### src/rtl/serial_byte_tx.sv
// serial_byte_tx: 1-start / 8-data (LSB first) / STOP_BITS-stop serial transmitter.
// A valid/ready byte input feeds the shifter directly when idle, and a one-entry
// holding buffer while busy, so consecutive frames leave with no idle gap.
//
// Ports:
//   clk       rising-edge clock
//   reset_n   asynchronous active-low reset
//   in_byte   byte to transmit, sampled only on a transfer
//   in_valid  in_byte is valid this cycle
//   in_ready  byte can be accepted this cycle (registered, !hold_full)
//   tx        serial line, registered, idles high
//   busy      a frame is in progress
//   done      one-cycle pulse after the last stop bit of a frame
module serial_byte_tx #(
  parameter int unsigned BIT_CYCLES = 1,
  parameter int unsigned STOP_BITS  = 1
) (
  input  logic       clk,
  input  logic       reset_n,
  input  logic [7:0] in_byte,
  input  logic       in_valid,
  output logic       in_ready,
  output logic       tx,
  output logic       busy,
  output logic       done
);

  localparam int unsigned CYC_W = (BIT_CYCLES > 1) ? $clog2(BIT_CYCLES) : 1;
  localparam int unsigned SC_W  = (STOP_BITS  > 1) ? $clog2(STOP_BITS)  : 1;

  typedef enum logic [1:0] {
    ST_IDLE  = 2'd0,
    ST_START = 2'd1,
    ST_DATA  = 2'd2,
    ST_STOP  = 2'd3
  } state_e;

  state_e           state_q,     state_d;
  logic [CYC_W-1:0] cyc_q,       cyc_d;
  logic [2:0]       bitcnt_q,    bitcnt_d;
  logic [SC_W-1:0]  stopcnt_q,   stopcnt_d;
  logic [7:0]       shift_q,     shift_d;
  logic [7:0]       hold_q,      hold_d;
  logic             hold_full_q, hold_full_d;
  logic             in_ready_q,  in_ready_d;
  logic             tx_q,        tx_d;
  logic             busy_q,      busy_d;
  logic             done_q,      done_d;

  logic             xfer;
  logic             bit_end;
  logic             direct_load;

  assign xfer    = in_valid && in_ready_q;
  assign bit_end = (cyc_q == CYC_W'(BIT_CYCLES - 1));

  // State and output registers
  always_ff @(posedge clk or negedge reset_n) begin
    if (!reset_n) begin
      state_q     <= ST_IDLE;
      cyc_q       <= '0;
      bitcnt_q    <= '0;
      stopcnt_q   <= '0;
      shift_q     <= '0;
      hold_q      <= '0;
      hold_full_q <= 1'b0;
      in_ready_q  <= 1'b0;
      tx_q        <= 1'b1;
      busy_q      <= 1'b0;
      done_q      <= 1'b0;
    end else begin
      state_q     <= state_d;
      cyc_q       <= cyc_d;
      bitcnt_q    <= bitcnt_d;
      stopcnt_q   <= stopcnt_d;
      shift_q     <= shift_d;
      hold_q      <= hold_d;
      hold_full_q <= hold_full_d;
      in_ready_q  <= in_ready_d;
      tx_q        <= tx_d;
      busy_q      <= busy_d;
      done_q      <= done_d;
    end
  end

  // Next-state, datapath and registered-output logic
  always_comb begin
    state_d     = state_q;
    cyc_d       = cyc_q;
    bitcnt_d    = bitcnt_q;
    stopcnt_d   = stopcnt_q;
    shift_d     = shift_q;
    hold_d      = hold_q;
    hold_full_d = hold_full_q;
    done_d      = 1'b0;
    direct_load = 1'b0;

    // Per-bit cycle counter free-runs while a frame is active
    if (state_q != ST_IDLE) begin
      cyc_d = bit_end ? '0 : cyc_q + CYC_W'(1);
    end

    case (state_q)
      ST_IDLE: begin
        if (xfer) begin
          shift_d     = in_byte;
          cyc_d       = '0;
          state_d     = ST_START;
          direct_load = 1'b1;
        end
      end
      ST_START: begin
        if (bit_end) begin
          state_d  = ST_DATA;
          bitcnt_d = '0;
        end
      end
      ST_DATA: begin
        if (bit_end) begin
          if (bitcnt_q == 3'd7) begin
            state_d   = ST_STOP;
            stopcnt_d = '0;
          end else begin
            shift_d  = {1'b0, shift_q[7:1]};
            bitcnt_d = bitcnt_q + 3'd1;
          end
        end
      end
      ST_STOP: begin
        if (bit_end) begin
          if (stopcnt_q == SC_W'(STOP_BITS - 1)) begin
            done_d    = 1'b1;
            stopcnt_d = '0;
            if (hold_full_q) begin
              // Held byte goes out next; a same-edge transfer refills the buffer below
              shift_d     = hold_q;
              hold_full_d = 1'b0;
              state_d     = ST_START;
            end else if (xfer) begin
              shift_d     = in_byte;
              state_d     = ST_START;
              direct_load = 1'b1;
            end else begin
              state_d = ST_IDLE;
            end
          end else begin
            stopcnt_d = stopcnt_q + SC_W'(1);
          end
        end
      end
      default: state_d = ST_IDLE;
    endcase

    // Transfers not consumed by the shifter land in the holding buffer
    if (xfer && !direct_load) begin
      hold_d      = in_byte;
      hold_full_d = 1'b1;
    end

    case (state_d)
      ST_START: tx_d = 1'b0;
      ST_DATA:  tx_d = shift_d[0];
      default:  tx_d = 1'b1;
    endcase

    busy_d     = (state_d != ST_IDLE);
    in_ready_d = !hold_full_d;
  end

  assign in_ready = in_ready_q;
  assign tx       = tx_q;
  assign busy     = busy_q;
  assign done     = done_q;

endmodule

### config.mk
export PLATFORM = sky130hd
export DESIGN_NAME = serial_byte_tx
export DESIGN_NICKNAME = d
export VERILOG_FILES = /design/src/rtl/serial_byte_tx.sv
export SDC_FILE = /design/constraint.sdc
export NUM_CORES = 1
export LEC_CHECK = 0
export BUFFER_PORTS_ARGS = -buffer_cell sky130_fd_sc_hd__buf_2
export CAP_MARGIN = 40
export CELL_PAD_IN_SITES_DETAIL_PLACEMENT = 0
export CELL_PAD_IN_SITES_GLOBAL_PLACEMENT = 1
export CORE_MARGIN = 10
export CORE_UTILIZATION = 45
export CTS_BUF_LIST = sky130_fd_sc_hd__clkbuf_8
export CTS_CLUSTER_DIAMETER = 150
export DETAILED_ROUTE_END_ITERATION = 7
export GPL_TIMING_DRIVEN = 0
export PLACE_DENSITY = 0.88
export SLEW_MARGIN = 20
export SYNTH_ARGS = -nofsm -noshare
export SYNTH_HDL_FRONTEND = slang
export SYNTH_SLANG_ARGS = --single-unit
### constraint.sdc
create_clock -name clk -period 3 [get_ports clk]
set_input_delay 0.3 -clock clk [delete_from_list [all_inputs] [get_ports clk]]
set_output_delay 0.3 -clock clk [all_outputs]
set_load 0.01 [all_outputs]
==> flow_metrics.tcl <==
set metrics [dict create \
    grtUsageTotal_pct 10.6 \
    ir_worst_vdd_uv 390 \
    place.gp.congestion 0.760 \
    boundaryPins 15 \
    grt_overflow_total 0 \
    ys_seq_elements 27 \
    die_height_um 75.4 \
    cp.required_ns 3.20 \
    wirelength_um 2830 \
    crit_buf_inv 1 \
    clock.fmax_mhz 479 \
    die_w_um 75.4 \
    reg2reg_to "tx" \
    ys.flop_type "dfrtp_1" \
    drc 0 \
    synth_top_area_cell "dfrtp_1" \
    yosysWarnings 0 \
    power.leakage_nw 0.711 \
    diodes 0 \
    critical_path_class "reg2reg" \
    avgViaCountPerCell 5.97 \
    cts_setup_buffers 0 \
    synth_area_per_cell_um2 11.6 \
    antenna_found_initial 0 \
    portBuffers 14 \
    hpwl_um 2090 \
    drive_gt1_share_pct 30.7 \
    rsz0062_at_grt "false" \
    synth_top_area_share_pct 47.1 \
    synth_cell_type_count 37 \
    clk_pin_slew_ns 0.09 \
    syn-num-nets 137 \
    cts_buffers 3 \
    syn_inst 119 \
    area_growth_pct 11.4 \
    h-tree-depth 1 \
    final_net_count 156 \
    clockBufferDepth 2 \
    hp-class "in2async" \
    core_um2 3000 \
    worst_path_max_delay_cell "nor3b_2" \
    hold_buffers 0 \
    cp.arrival_ns 2.28 \
    drv_slew 0 \
    avgRoutedWirePerCell_um 16.6 \
    num-fill-cells 282 \
    clkLatencyLatePin_ns 0.27 \
    end_kind "flop" \
    setup_tns_ns 0 \
    fin_crit_sh_pct 69.5 \
    ff2ff_path_depth 8 \
    start_util_pct 46.0 \
    fin_crit_ns 2.09 \
    antenna_left 0 \
    hold_viol 0 \
    routed-via-count 1015 \
    synthArstFlopShare_pct 100 \
    cts_resized 0 \
    totalPowerFinal_mw 1.64 \
    die_area_um2 5690 \
    synth_edf_count 0 \
    grt_pass1_wl_um 4680 \
    drtIter0Drc 60 \
    setup_viol 0 \
    rrSetupSlack_ns 0.91 \
    worst_path_dominant_cell_family "simple AND/OR/NAND/NOR gates" \
    ys_seq_area_share_pct 49.0 \
    cts_tree "built" \
    syn_area_um2 1380 \
    reg2reg_from "bitcnt_q[0]" \
    rows 20 \
    crit_fanout 8 \
    grt_pass1_vias 1046 \
    yosys-top-cells-area "dfrtp_1 47%, mux2_2 6.5%, ha_1 6.3%" \
    relSlewSlack_pct 59.3 \
    grt_max_degree 28 \
    drtPass1Iterations 5 \
    path_cells "ha_1 > ha_1 > clkbuf_2 > nor3b_2 > a22oi_2 > o21ai_2 > a221oi_2 > mux2i_1" \
    critPathMaxStageDelay_ns 0.56 \
    p_per_area_nw_per_um2 1060 \
    maxCapViolCount 0 \
    skew_ns 0.00308 \
    cts-root-buf "clkbuf_8" \
    crit_top_cell "ha_1" \
    worst_pin_slew_ns 0.607 \
    numClockSinks 27 \
    outcome "finished, final reports clean" \
    critPathLaunchType "flop" \
]
## power by group
part / total [mW] / switching (mW) / internal [mW]
Combinational: 0.803 / 0.450 / 0.353
Clock: 0.204 / 0.111 / 0.0930
Sequential: 0.630 / 0.101 / 0.529
Total: 1.64 / 0.661 / 0.974
## worst max-delay path by stage
stage	startpoint	end	slack (ns)	cells past startpoint
after floorplan	bitcnt_q[0]	shift_q[1]	1.28	8
after global placement	bitcnt_q[0]	shift_q[4]	0.99	8
after detailed placement	bitcnt_q[0]	shift_q[2]	0.94	8
after CTS	bitcnt_q[0]	tx	0.93	8
after global routing	bitcnt_q[0]	shift_q[1]	0.77	8
final	bitcnt_q[0]	tx	0.91	8
## cells in the mapped netlist, types with 2 or more instances
cell type,n
o21ai_0,11
mux2i_1,2
a222oi_1,6
a22o_1,7
o211ai_1,2
ha_1,7
o21ai_2,2
dfrtp_1,26
nor2_1,4
mux2_2,8
o21bai_1,2
inv_1,6
nand2_1,12
## metrics by stage
stage / setup WS, ns / area (µm²) / utilization [%] / std cells / hold slack (ns)
after detailed placement: 0.940 / 1490 / 49.8 / 166 / 0.339
after floorplan: 1.28 / 1380 / - / 119 / 0.00441
after CTS: 0.930 / 1540 / 51.3 / 170 / 0.0395
after global routing: 0.765 / 1540 / 51.3 / 170 / 0.0532
final: 0.914 / 1540 / 51.3 / 170 / 0.0283
after global placement: 0.991 / 1490 / 49.8 / 166 / 0.331
## area by class of cell
class                      instances  area (µm²)  share of cell area, %
clock buffer                       3        41.3                   2.68
tap                               33        41.3                   2.68
multi-input combinational         81         651                   42.2
buffer                             4        28.8                   1.87
clock inverter                     1        5.00                  0.325
inverter                           7        26.3                   1.71
timing repair buffer              14        70.1                   4.55
sequential                        27         677                   43.9
## layout by cell type (no fill, tap or decap), types with 2 or more instances in the layout
master and count:
mux2_2 8, o21bai_1 2, mux2i_1 2, o211ai_1 2, nor2_1 4, a22o_1 7, ha_1 7, dfrtp_1 26
clkbuf_8 3, inv_1 6, o21ai_2 2, a222oi_1 6, o21ai_0 11, nand2_1 12, buf_2 15
## routing by layer
metal | track usage (%) | up-vias | routed length (µm)
met5 | 0 | - | 0
met4 | 4.33 | 0 | 13
met3 | 2.34 | 2 | 82
met2 | 19.0 | 23 | 1510
met1 | 11.8 | 513 | 1220
li1 | - | 477 | -
## state kept, by name, indices dropped and copies added, names as in the netlist
| signal | cells |
|---|---|
| done | 1 |
| tx | 1 |
| busy | 1 |
| state_q | 2 |
| in_ready | 1 |
| hold_full_q | 1 |
| cyc_q | 1 |
| bitcnt_q | 3 |
| hold_q | 8 |
| shift_q | 8 |
## logic make-up after synthesis
| family | share of synthesized area, % |
|---|---|
| DFF | 49.0 |
| buffers and inverters | 3.98 |
| muxes | 8.78 |
| and+or+nand+nor | 9.32 |
| AOI/OAI and AO/OA | 22.6 |
| adders and majority gates | 6.33 |
(Power assumes the default switching activity.)
